<file path="src/rtl/cpu_pkg.sv">
// rtl/cpu_pkg.sv - shared CPU opcodes, control-unit state encoding and strobe bundle
package cpu_pkg;

    localparam logic [4:0] OP_LD   = 5'b00000;
    localparam logic [4:0] OP_ST   = 5'b00010;
    localparam logic [4:0] OP_ADD  = 5'b00011;
    localparam logic [4:0] OP_SUB  = 5'b00100;
    localparam logic [4:0] OP_AND  = 5'b00101;
    localparam logic [4:0] OP_OR   = 5'b00110;
    localparam logic [4:0] OP_ADDI = 5'b01100;
    localparam logic [4:0] OP_ANDI = 5'b01101;
    localparam logic [4:0] OP_ORI  = 5'b01110;
    localparam logic [4:0] OP_NOP  = 5'b11010;
    localparam logic [4:0] OP_HALT = 5'b11011;

    typedef enum logic [3:0] {
        S_RESET, S_T0, S_T1, S_T1W, S_T2, S_T3, S_T4,
        S_T5, S_T6, S_T6W, S_T7, S_HALT
    } state_e;

    typedef struct packed {
        logic       run;
        logic       pc_out;
        logic       pc_in;
        logic       pc_inc;
        logic       mar_in;
        logic       mdr_in;
        logic       mdr_out;
        logic       ir_in;
        logic       y_in;
        logic       z_in;
        logic       zlow_out;
        logic       c_out;
        logic       read;
        logic       write;
        logic       gra;
        logic       grb;
        logic       grc;
        logic       r_in;
        logic       r_out;
        logic       ba_out;
        logic [4:0] alu_op;
    } ctrl_t;

    function automatic logic is_rtype(input logic [4:0] op);
        return (op == OP_ADD) || (op == OP_SUB) || (op == OP_AND) || (op == OP_OR);
    endfunction

    function automatic logic is_itype(input logic [4:0] op);
        return (op == OP_ADDI) || (op == OP_ANDI) || (op == OP_ORI);
    endfunction

    function automatic logic is_mem(input logic [4:0] op);
        return (op == OP_LD) || (op == OP_ST);
    endfunction

    // Immediate forms and address arithmetic reuse the register-form ALU code
    function automatic logic [4:0] base_op(input logic [4:0] op);
        case (op)
            OP_ANDI: return OP_AND;
            OP_ORI:  return OP_OR;
            default: return OP_ADD;
        endcase
    endfunction

endpackage

</file>
<file path="src/rtl/control_decode.sv">
// rtl/control_decode.sv - Moore output decode: state plus latched opcode to strobe bundle
module control_decode
    import cpu_pkg::*;
(
    input  state_e     state,
    input  logic [4:0] op,
    output ctrl_t      ctrl
);

    always_comb begin
        ctrl     = '0;
        ctrl.run = (state != S_RESET) && (state != S_HALT);
        case (state)
            S_T0: begin
                ctrl.pc_out = 1'b1;
                ctrl.mar_in = 1'b1;
                ctrl.pc_inc = 1'b1;
                ctrl.z_in   = 1'b1;
                ctrl.alu_op = OP_ADD;
            end
            S_T1: begin
                ctrl.zlow_out = 1'b1;
                ctrl.pc_in    = 1'b1;
                ctrl.read     = 1'b1;
            end
            S_T1W: begin
                ctrl.read   = 1'b1;
                ctrl.mdr_in = 1'b1;
            end
            S_T2: begin
                ctrl.mdr_out = 1'b1;
                ctrl.ir_in   = 1'b1;
            end
            S_T3: begin
                // NOP, HALT and undefined opcodes pass through T3 silently
                if (is_rtype(op) || is_itype(op)) begin
                    ctrl.grb   = 1'b1;
                    ctrl.r_out = 1'b1;
                    ctrl.y_in  = 1'b1;
                end else if (is_mem(op)) begin
                    ctrl.grb    = 1'b1;
                    ctrl.ba_out = 1'b1;
                    ctrl.y_in   = 1'b1;
                end
            end
            S_T4: begin
                ctrl.z_in = 1'b1;
                if (is_rtype(op)) begin
                    ctrl.grc    = 1'b1;
                    ctrl.r_out  = 1'b1;
                    ctrl.alu_op = op;
                end else begin
                    ctrl.c_out  = 1'b1;
                    ctrl.alu_op = base_op(op);
                end
            end
            S_T5: begin
                ctrl.zlow_out = 1'b1;
                if (is_mem(op)) begin
                    ctrl.mar_in = 1'b1;
                end else begin
                    ctrl.gra  = 1'b1;
                    ctrl.r_in = 1'b1;
                end
            end
            S_T6: begin
                ctrl.mdr_in = 1'b1;
                if (op == OP_ST) begin
                    ctrl.gra   = 1'b1;
                    ctrl.r_out = 1'b1;
                end else begin
                    ctrl.read = 1'b1;
                end
            end
            S_T6W: begin
                if (op == OP_ST) begin
                    ctrl.write = 1'b1;
                end else begin
                    ctrl.read   = 1'b1;
                    ctrl.mdr_in = 1'b1;
                end
            end
            S_T7: begin
                ctrl.mdr_out = 1'b1;
                ctrl.gra     = 1'b1;
                ctrl.r_in    = 1'b1;
            end
            default: ;
        endcase
    end

endmodule

</file>
<file path="src/rtl/control_unit.sv">
// rtl/control_unit.sv - multi-cycle CPU control FSM: fetch, decode and execute sequencing
module control_unit
    import cpu_pkg::*;
(
    input  logic       clk,
    input  logic       reset,
    input  logic       stop,
    input  logic [4:0] ir_op,
    input  logic       mem_done,
    output logic       run,
    output logic       pc_out,
    output logic       pc_in,
    output logic       pc_inc,
    output logic       mar_in,
    output logic       mdr_in,
    output logic       mdr_out,
    output logic       ir_in,
    output logic       y_in,
    output logic       z_in,
    output logic       zlow_out,
    output logic       c_out,
    output logic       read,
    output logic       write,
    output logic       gra,
    output logic       grb,
    output logic       grc,
    output logic       r_in,
    output logic       r_out,
    output logic       ba_out,
    output logic [4:0] alu_op
);

    state_e     state;
    state_e     state_next;
    logic [4:0] op_q;
    ctrl_t      ctrl;

    // op_q captures the opcode as the IR is loaded, so decode sees a stable value
    always_ff @(posedge clk) begin
        if (reset) begin
            state <= S_RESET;
            op_q  <= '0;
        end else begin
            state <= state_next;
            if (state == S_T2) begin
                op_q <= ir_op;
            end
        end
    end

    always_comb begin
        state_next = state;
        case (state)
            S_RESET: state_next = S_T0;
            S_T0:    state_next = stop ? S_HALT : S_T1;
            S_T1:    state_next = S_T1W;
            S_T1W:   state_next = mem_done ? S_T2 : S_T1W;
            S_T2:    state_next = S_T3;
            S_T3: begin
                if (is_rtype(op_q) || is_itype(op_q) || is_mem(op_q)) begin
                    state_next = S_T4;
                end else if (op_q == OP_NOP) begin
                    state_next = S_T0;
                end else begin
                    state_next = S_HALT;
                end
            end
            S_T4:    state_next = S_T5;
            S_T5:    state_next = is_mem(op_q) ? S_T6 : S_T0;
            S_T6:    state_next = S_T6W;
            S_T6W: begin
                if (mem_done) begin
                    state_next = (op_q == OP_ST) ? S_T0 : S_T7;
                end
            end
            S_T7:    state_next = S_T0;
            S_HALT:  state_next = S_HALT;
            default: state_next = S_RESET;
        endcase
    end

    control_decode u_decode (
        .state (state),
        .op    (op_q),
        .ctrl  (ctrl)
    );

    assign run      = ctrl.run;
    assign pc_out   = ctrl.pc_out;
    assign pc_in    = ctrl.pc_in;
    assign pc_inc   = ctrl.pc_inc;
    assign mar_in   = ctrl.mar_in;
    assign mdr_in   = ctrl.mdr_in;
    assign mdr_out  = ctrl.mdr_out;
    assign ir_in    = ctrl.ir_in;
    assign y_in     = ctrl.y_in;
    assign z_in     = ctrl.z_in;
    assign zlow_out = ctrl.zlow_out;
    assign c_out    = ctrl.c_out;
    assign read     = ctrl.read;
    assign write    = ctrl.write;
    assign gra      = ctrl.gra;
    assign grb      = ctrl.grb;
    assign grc      = ctrl.grc;
    assign r_in     = ctrl.r_in;
    assign r_out    = ctrl.r_out;
    assign ba_out   = ctrl.ba_out;
    assign alu_op   = ctrl.alu_op;

endmodule

</file>
<file path="config.mk">
export PLATFORM = sky130hd
export DESIGN_NAME = control_unit
export DESIGN_NICKNAME = d
export VERILOG_FILES = /design/src/rtl/cpu_pkg.sv /design/src/rtl/control_decode.sv /design/src/rtl/control_unit.sv
export SDC_FILE = /design/constraint.sdc
export NUM_CORES = 1
export LEC_CHECK = 0
export ABC_AREA = 1
export CAP_MARGIN = 40
export CORE_MARGIN = 5
export CORE_UTILIZATION = 43
export CTS_CLUSTER_DIAMETER = 50
export DETAILED_ROUTE_END_ITERATION = 6
export DONT_BUFFER_PORTS = 1
export GPL_ROUTABILITY_DRIVEN = 0
export SYNTH_ARGS = -nofsm -noshare
export SYNTH_HDL_FRONTEND = slang
export SYNTH_HIERARCHICAL = 1
export SYNTH_SLANG_ARGS = --single-unit
</file>
<file path="constraint.sdc">
create_clock -name clk -period 1.5 [get_ports clk]
set_input_delay 0.3 -clock clk [delete_from_list [all_inputs] [get_ports clk]]
set_output_delay 0.3 -clock clk [all_outputs]
set_load 0.05 [all_outputs]
</file>
=== Word level (Yosys, flattened, before mapping) ===
Index checks and enable logic that the tools add are counted.

* Equal/unequal tests: 22
* Muxes and demuxes: 37
* Reduce and logical (&&, ||, !) cells: 19

{| class="wikitable"
|+ Operators with widths
! kind !! count
|-
| case mux 4 bit (11 select lines) || 1
|-
| two-way mux 4 bit || 6
|-
| two-way mux 1 bit || 20
|-
| == test 4 x 3 -> 1 bit (second input constant) || 4
|-
| == test 4 bit (second input constant) || 4
|-
| == test 5 x 3 -> 1 bit (second input constant) || 3
|-
| == test 5 x 4 -> 1 bit (second input constant) || 3
|-
| OR reduction 2 bit || 7
|-
| == test 5 x 2 -> 1 bit (second input constant) || 2
|-
| case mux 5 bit (2 select lines) || 1
|-
| == test 4 x 2 -> 1 bit (second input constant) || 2
|-
| logical OR 1 bit || 8
|-
| case mux 1 bit (2 select lines) || 4
|-
| case mux 1 bit (3 select lines) || 2
|-
| case mux 3 bit (2 select lines) || 1
|-
| == test 5 bit (second input constant) || 1
|-
| zero test 5 bit || 1
|-
| two-way mux 5 bit || 1
|-
| == test 4 x 1 -> 1 bit (second input constant) || 1
|-
| zero test 4 bit || 1
|-
| != test 4 bit (second input constant) || 1
|-
| nonzero test 4 bit || 1
|-
| two-way mux 3 bit || 1
|-
| != test 2 bit (second input constant) || 1
|-
| logical AND 1 bit || 1
|}

* Bits in registers: 9
* Input bits: 9
* Output and inout bits: 25

=== Logic depth before layout (Yosys ltp) ===
Gate-level depths: netlist (run 1).

* Depth after elaboration: 8
* Mapped depth: 9
* Mapped depth without buffers: 9

=== Modules after synthesis ===
The synthesis (run 1) kept the hierarchy.

{| class="wikitable"
|+ Modules (own cells, without submodules)
! module !! times used !! cells each !! area each (sq um) !! sequential area each (sq um)
|-
| control_unit || 1 || 106 || 620.6 || 180.2
|-
| control_decode || 1 || 85 || 420.4 || 0.0
|}

=== Worst setup path after synthesis (run 1) ===
OpenSTA, ideal clock, no wires.

* Kind: register -> output
* Start point: reg state[2]
* End point: out y_in
* Data arrival time: 2.335 ns
* Data required time: 1.200 ns
* Path slack: -1.135 ns
* Stages on the path, launching flop included: 6
* Path buffers: 1
* Path through: dfxtp_1 -> nand2_2 -> nor2_1 -> inv_1 -> o21ai_0 -> buf_4

* Cells in the longest elaborated chain, start to end: 2

{| class="wikitable"
|+ Ends and longest elaborated chain
! item !! RTL line !! source
|-
| start, declared || control_unit.sv:33 || <nowiki>state_e state;</nowiki>
|-
| start signal, assigned || control_unit.sv:44 || <nowiki>state <= state_next;</nowiki>
|-
| == test 4 x 3 -> 1 bit || -- ||
|-
| two-way mux 1 bit || -- ||
|-
| end, declared || control_unit.sv:18 || <nowiki>output logic y_in,</nowiki>
|}

No other way between the ends.

=== Worst setup path after layout (run 1) ===
* Start point: reg op_q[2]
* End point: reg state[0]

* Cells in the longest elaborated chain, start to end: 8

{| class="wikitable"
|+ Ends and longest elaborated chain
! item !! RTL line !! source
|-
| start, declared || control_unit.sv:35 || <nowiki>logic [4:0] op_q;</nowiki>
|-
| start signal, assigned || control_unit.sv:46 || <nowiki>op_q <= ir_op;</nowiki>
|-
| == test 5 x 2 -> 1 bit or == test 5 x 3 -> 1 bit (tied branches) || cpu_pkg.sv:46 || <nowiki>return (op == OP_ADD) || (op == OP_SUB) || (op == OP_AND) || (op == OP_OR);</nowiki>
|-
| logical OR 1 bit (3 in a row) || cpu_pkg.sv:46 ||
|-
| logical OR 1 bit (2 in a row) || control_unit.sv:60 || <nowiki>if (is_rtype(op_q) || is_itype(op_q) || is_mem(op_q)) begin</nowiki>
|-
| two-way mux 4 bit || control_unit.sv:60 ||
|-
| case mux 4 bit (11 select lines) (*) || control_unit.sv:53 || <nowiki>case (state)</nowiki>
|}

Every way passes the cells marked *; elsewhere a longest branch is shown, timed or not. The select of a mux whose other input is x is not followed.
A chain may end at the register's enable or synchronous reset.

==> results.toml, run 1 <==
[run_status]
violations = "setup timing"
status = "finished with violations"

[power]
p_seq_share_pct = 9.9
finalPower_mw = 4.148
power.density_nw_per_um2 = 1905
comb_power_share_pct = 85.2
internal_power_mw = 1.800
clock_power_share_pct = 4.9
vdd_drop_max_uv = 1869
switching_share_pct = 56.59
p_sw_mw = 2.347
p_leak_nw = 1.042

[clock_network]
ctsHoldBuffers = 0
clockBufferDepth = 2
cts_buffers = 3
h-tree-depth = 1
clkSlewWorstSetupHoldPaths_ps = 70
clock_latency_ps = 270
clockRootBuffer = "clkbuf_4"
cts_tree = "yes"
cts.sinks = 9

[detailed_routing]
route.detailed.drc = 0
drt_wl_total_um = 6563
route.met2.wl_um = 3009
wl_per_cell_um = 23.87
top_layer = "met4"
vias = 1732
dr_wl_met3_um = 771
postRouteAntennaNets = 0
via_per_inst = 6.298
drt_iter0_markers = 135
firstDrtPassIters = 5
drt-met1-wl_um = 2311

[floorplanning]
io_pins = 34
core_area_um2 = 2255
initial_core_util_pct = 46.17
die_w_um = 59.20
die_area_um2 = 3505
die_h_um = 59.20
rows = 17

[logic_synthesis]
synth-adder-area-share_pct = 0
netlist_instances = 191
synth_area_per_cell_um2 = 5.450
post-synth-top-count-cell = "nand2_1"
synth_top_area_share_pct = 17.31
synth_top_family_by_area = "simple AND/OR/NAND/NOR gates"
synth-edff-count = 0
synth_compound_area_share_pct = 11.90
synthTopCellsByCount = "nand2_1, inv_1, nor2_1"
synth_cell_type_count = 22
synth_area_leaders = "dfxtp_1, nand2_1, inv_1"
ys_async_sr_fraction_pct = 0
syn_area_um2 = 1041
synth_ff_type = "dfxtp_1"
ys_warn_count = 6
ys_seq_area_share_pct = 17.31
yosysTopAreaCell = "dfxtp_1"
synth_simple_gate_area_share_pct = 52.16
synthMuxAreaShare_pct = 0
ys_ff_latch = 9
synthXorXnorAreaFrac_pct = 0

[worst_hold_path]
min_path_type = "in -> reg"

[setup_path]
worst-setup-path-type = "reg -> reg"
worstSetupEndpointType = "register"
critPathArrivalTime_ps = 1960
crit_chain = "buf_6 -> buf_4 -> inv_1 -> nand2_1 -> nor2_1 -> nor2_1 -> nor2_1 -> nand3_1 -> nand2_1 -> nand2_1"
crit_path_max_incr_delay_ps = 370
worstSetupStartpointType = "register"
critical_path_required_ps = 1640
slowest_stage = "dfxtp_4"
cp_max_fo = 4

[sta]
fin_ws_ps = -317.9
hold_viol_final = 0
skew_ps = 1.173
max_freq_ghz = 0.5501
slew_violations = 0
period_needed_ps = 1818
fin_crit_sh_pct = 121.2
finalSetupViolations = 28
rsz0062_at_grt = "yes"

[final_layout]
post-route-util_pct = 96.56
n_fill_cell = 43
num-nets-final = 257
num_antenna_cells = 0
drive_gt1_share_pct = 58.70
syn_to_final_growth_pct = 109.1
stdcell_area_um2 = 2177

[placed_design]
dp_hpwl_um = 2537
dpl_cell_area_um2 = 1582
io_buffers = 0

[global_routing]
antenna_found_initial = 0
grt_use_total_pct = 23.63
grt-ovfl-total = 0
grt_pass1_vias = 1413
grt_start_max_net_pins = 11
grt_pass1_wl_um = 6486

[flow_run]
cap_viol_max_count = 0
cell usage in the layout (no fill, tap or decap), types with 3 or more instances in the layout:
cell and n:
nand2_1 35, nor2_1 16, nand3_1 12, nor2_2 4
nor2_4 13, dfxtp_2 3, nand4_1 5, clkbuf_4 3
nand2_4 10, buf_4 22, dfxtp_4 6, o21ai_4 5
inv_1 15, o21ai_0 5, nand3_4 6, a21oi_1 8
nand3_2 6, buf_6 17, nand2_2 5, buf_12 17
inv_2 14
flip-flops by register name (all words and copies together), names as in the netlist:
| register | cells |
|---|---|
| state | 4 |
| op_q | 5 |
path summary, 6_finish.rpt:
| path | start | endpoint | slack (ps) | depth (start not counted) |
|---|---|---|---|---|
| setup / recovery | op_q[2] | state[0] | -320 | 10 |
| hold reg to reg | op_q[0] | op_q[0] | 720 | 3 |
| setup reg to reg | op_q[2] | state[0] | -320 | 10 |
| hold / removal | reset | state[3] | 240 | 3 |
metrics by stage:
stage          std cells  setup TNS [ps]  setup slack [ps]  hold slack [ps]
5_1_grt              275           -6498            -342.1            240.7
3_3_place_gp         250               0             49.95            491.0
3_5_place_dp         250          -33.35            -16.74            487.3
6_report             275           -5807            -317.9            240.5
4_1_cts              264           -2491            -192.8            203.8
2_1_floorplan        192           -1242            -271.1            472.9
power groups by stage:
stage                     registers, mW  logic [mW]  clock network (mW)
after floorplan                   0.359        1.58                   0
after global placement            0.346        2.30                   0
after detailed placement          0.347        2.36                   0
after CTS                         0.391        2.89               0.187
after global routing              0.417        3.65               0.207
final                             0.410        3.53               0.205
routing by layer:
layer,track usage (%),vias to the layer above
li1,-,711
met1,25.81,772
met2,43.68,194
met3,4.357,55
met4,10.03,0
met5,0,-
what timing repair did:
action,in CTS,in global routing
resized for setup,80,42
setup buffers,10,11
pin swaps,14,18
setup endpoints to repair,23,26
gates cloned,0,0
kinds of logic (layout without fill, tap and decap cells):
| family | count (synthesis) | count (layout) |
|---|---|---|
| and+or+nand+nor | 115 | 115 |
| DFF | 9 | 9 |
| other | 1 | 2 |
| buffers and inverters | 42 | 97 |
| AOI/OAI and AO/OA | 24 | 24 |
worst max-delay path: cells and delay by family, from the launching register on:
kind                   cells  cell delay [ps]
buffers and inverters      3              330
flip-flops                 1              370
AND/OR/NAND/NOR            7             1000
layout make-up:
class	count	area (um2)	share of cell area, %
clock buffers	4	26.28	1.207
inverters	36	167.7	7.701
multi-input cells	141	1030	47.30
flip-flops and latches	9	206.4	9.483
well taps	28	35.03	1.609
repair buffers	57	711.9	32.70
Power figures use the tool's default switching activity.
==> inputs of run 2 (changes only) <==
--- a/config.mk
+++ b/config.mk
@@ -6,13 +6,15 @@
 export NUM_CORES = 1
 export LEC_CHECK = 0
 export ABC_AREA = 1
+export ABC_CLOCK_PERIOD_IN_PS = 1500
 export CAP_MARGIN = 40
 export CORE_MARGIN = 5
-export CORE_UTILIZATION = 43
+export CORE_UTILIZATION = 60
 export CTS_CLUSTER_DIAMETER = 50
 export DETAILED_ROUTE_END_ITERATION = 6
 export DONT_BUFFER_PORTS = 1
 export GPL_ROUTABILITY_DRIVEN = 0
+export PLACE_DENSITY = 0.76
 export SYNTH_ARGS = -nofsm -noshare
 export SYNTH_HDL_FRONTEND = slang
 export SYNTH_HIERARCHICAL = 1
==> run 2 against run 1 <==
Compared with the run above: the run now fails in 4_1_cts; synthesized cell count unchanged; synthesized area unchanged.
==> results.toml, run 2 <==
[logic_synthesis]
ys_ff_latch = 9
netlist_instances = 191
post-synth-top-count-cell = "nand2_1"
yosysTopAreaCell = "dfxtp_1"
synth_top_area_share_pct = 17.31
synthTopCellsByCount = "nand2_1, inv_1, nor2_1"
syn_area_um2 = 1041
synth-edff-count = 0
synth_simple_gate_area_share_pct = 52.16
synth_area_per_cell_um2 = 5.450
synthMuxAreaShare_pct = 0
synth_area_leaders = "dfxtp_1, nand2_1, inv_1"
ys_warn_count = 6
synth_cell_type_count = 22
synthXorXnorAreaFrac_pct = 0
synth_ff_type = "dfxtp_1"
ys_async_sr_fraction_pct = 0
synth-adder-area-share_pct = 0
synth_compound_area_share_pct = 11.90
synth_top_family_by_area = "simple AND/OR/NAND/NOR gates"
ys_seq_area_share_pct = 17.31

[floorplanning]
die_h_um = 51.66
initial_core_util_pct = 61.63
die_w_um = 51.66
io_pins = 34
rows = 15

[clock_network]
h-tree-depth = 1
clockBufferDepth = 2
cts_setup_buffers = 6
clockRootBuffer = "clkbuf_4"
ctsHoldBuffers = 0
cts_buffers = 3
ctsResizeCount = 91
cts.sinks = 9

[placed_design]
io_buffers = 0
dp_hpwl_um = 2863

[run_status]
status = "stopped before the end"
stop_stage = "4_1_cts"
firstError = "[ERROR DPL-0038] Utilization greater than 100%, impossible to legalize"
-- run 2: cell counts after synthesis --
No cell type changed its count.
-- run 2: through the flow --
step | instance area (um2) | instances | worst slack (ps)
floorplan | 1135 | 192 | -271.1
global placement | 1540 | 237 | 65.00
detailed placement | 1540 | 237 | -12.13
-- run 2: logic make-up after synthesis --
group / count (synthesis)
AND/OR/NAND/NOR: 115
buffers and inverters: 42
AO/OA/AOI/OAI: 24
flip-flops: 9
other: 1
==> inputs of run 3 (changes only) <==
--- a/config.mk
+++ b/config.mk
@@ -8,13 +8,12 @@
 export ABC_AREA = 1
 export ABC_CLOCK_PERIOD_IN_PS = 1500
 export CAP_MARGIN = 40
-export CORE_MARGIN = 5
-export CORE_UTILIZATION = 60
-export CTS_CLUSTER_DIAMETER = 50
+export CORE_AREA = 5 5 66 68
 export DETAILED_ROUTE_END_ITERATION = 6
+export DIE_AREA = 0 0 71 73
 export DONT_BUFFER_PORTS = 1
 export GPL_ROUTABILITY_DRIVEN = 0
-export PLACE_DENSITY = 0.76
+export PLACE_DENSITY_LB_ADDON = 0.15
 export SYNTH_ARGS = -nofsm -noshare
 export SYNTH_HDL_FRONTEND = slang
 export SYNTH_HIERARCHICAL = 1
==> run 3 against run 2 <==
Compared with the run above: the flow now finishes, with violations (setup timing).
==> results.toml, run 3 (synthesized netlist as in run 1, its figures left out) <==
[setup_path]
worstSetupStartpointType = "register"
worstSetupEndpointType = "primary output"
cp_max_fo = 5
worstRegToRegCells = 10
critical_path_required_ps = 1200
critPathArrivalTime_ps = 1330
worst-setup-path-type = "reg -> out"

[final_layout]
largest_register = "op_q"
n_fill_cell = 361
num_antenna_cells = 0
largestRegisters = "op_q (5), state (4)"
drive_gt1_share_pct = 54.11
num-nets-final = 241
stdcell_area_um2 = 1907
largest_reg_flops = 5
final_common_cell = "nand2_1"
final_cells = 281
syn_to_final_growth_pct = 83.17
layout_common_cells = "nand2_1, buf_4"
post-route-util_pct = 50.20

[clock_network]
clock_latency_ps = 230
clockRootBuffer = "clkbuf_8"
cts.sinks = 9
cts_buffers = 3
cts_tree = "yes"
clockBufferDepth = 2
ctsHoldBuffers = 0
h-tree-depth = 1
clkSlewWorstSetupHoldPaths_ps = 40

[power]
finalPower_mw = 3.318
power.density_nw_per_um2 = 1740
vdd_drop_max_uv = 687.5
p_leak_nw = 0.8978

[global_routing]
grt_pass1_wl_um = 5471
grt_pass1_vias = 1274
antenna_found_initial = 0
grt_start_max_net_pins = 11
grt-ovfl-total = 0
grt_use_total_pct = 12.67

[floorplanning]
die_h_um = 73
core_area_um2 = 3799
rows = 23
die_area_um2 = 5183
initial_core_util_pct = 27.40
die_w_um = 71
io_pins = 34

[detailed_routing]
via_per_inst = 4.623
wl_per_cell_um = 10.97
drt_wl_total_um = 3082
postRouteAntennaNets = 0
firstDrtPassIters = 4
drt_iter0_markers = 70
route.detailed.drc = 0
vias = 1299

[sta]
rsz0062_at_grt = "yes"
skew_ps = 1.125
finalSetupViolations = 20
fin_crit_sh_pct = 108.7
slew_violations = 0
period_needed_ps = 1631
fin_ws_ps = -131.1
max_freq_ghz = 0.6131
hold_viol_final = 0

[run_status]
violations = "setup timing"
status = "finished with violations"

[placed_design]
numPlacedInstances = 275
io_buffers = 0
dp_hpwl_um = 2540
place_ws_ps = 46.40
dpl_cell_area_um2 = 1632

[worst_hold_path]
min_path_type = "in -> reg"
hold_depth = 3

[flow_run]
cap_viol_max_count = 0
## run 3: final cells by class
type	instances	area (um2)	share of cell area (%)
inverter	36	145.1	7.612
multi-input combinational	141	909.6	47.70
tap	50	62.56	3.281
clock buffer	4	45.04	2.362
sequential	9	206.4	10.83
timing repair buffer	41	538.0	28.22
## run 3: timing repair
item | 4_1_cts | 5_1_grt
resized for setup | 54 | 24
gates cloned | 0 | 0
setup buffers | 3 | 0
pin swaps | 14 | 7
endpoints found under the setup margin | 22 | 23
## run 3: layer usage
metal	global-route usage, %	wire, um
met1	15.09	1268
met2	22.55	1583
met3	3.444	208
met4	3.132	21
met5	0	0
## run 3: path summary, 6_finish.rpt
kind | startpoint | to | slack, ps
max | op_q[1] | grb | -130
min | reset | state[0] | 270
max reg2reg | op_q[2] | state[0] | 120
min reg2reg | op_q[3] | op_q[3] | 640
## run 3: power by group
part	internal [mW]	switching [mW]	total, mW
logic	1.02	1.64	2.66
clock network	0.184	0.0847	0.269
registers	0.307	0.0831	0.390
## run 3: metrics by stage
stage	hold WS (ps)	TNS [ps]
6_report	268.6	-1304
5_1_grt	278.8	-3080
4_1_cts	261.6	-1375
3_5_place_dp	502.8	0
3_3_place_gp	500.6	0
2_1_floorplan	472.9	-1242
## run 3: worst max-delay path, stage by stage (launching register included)
cell,delay [ps]
dfxtp_4,350
buf_4,150
nand3_2,70
nand4_1,200
o21ai_4,130
buf_12,190
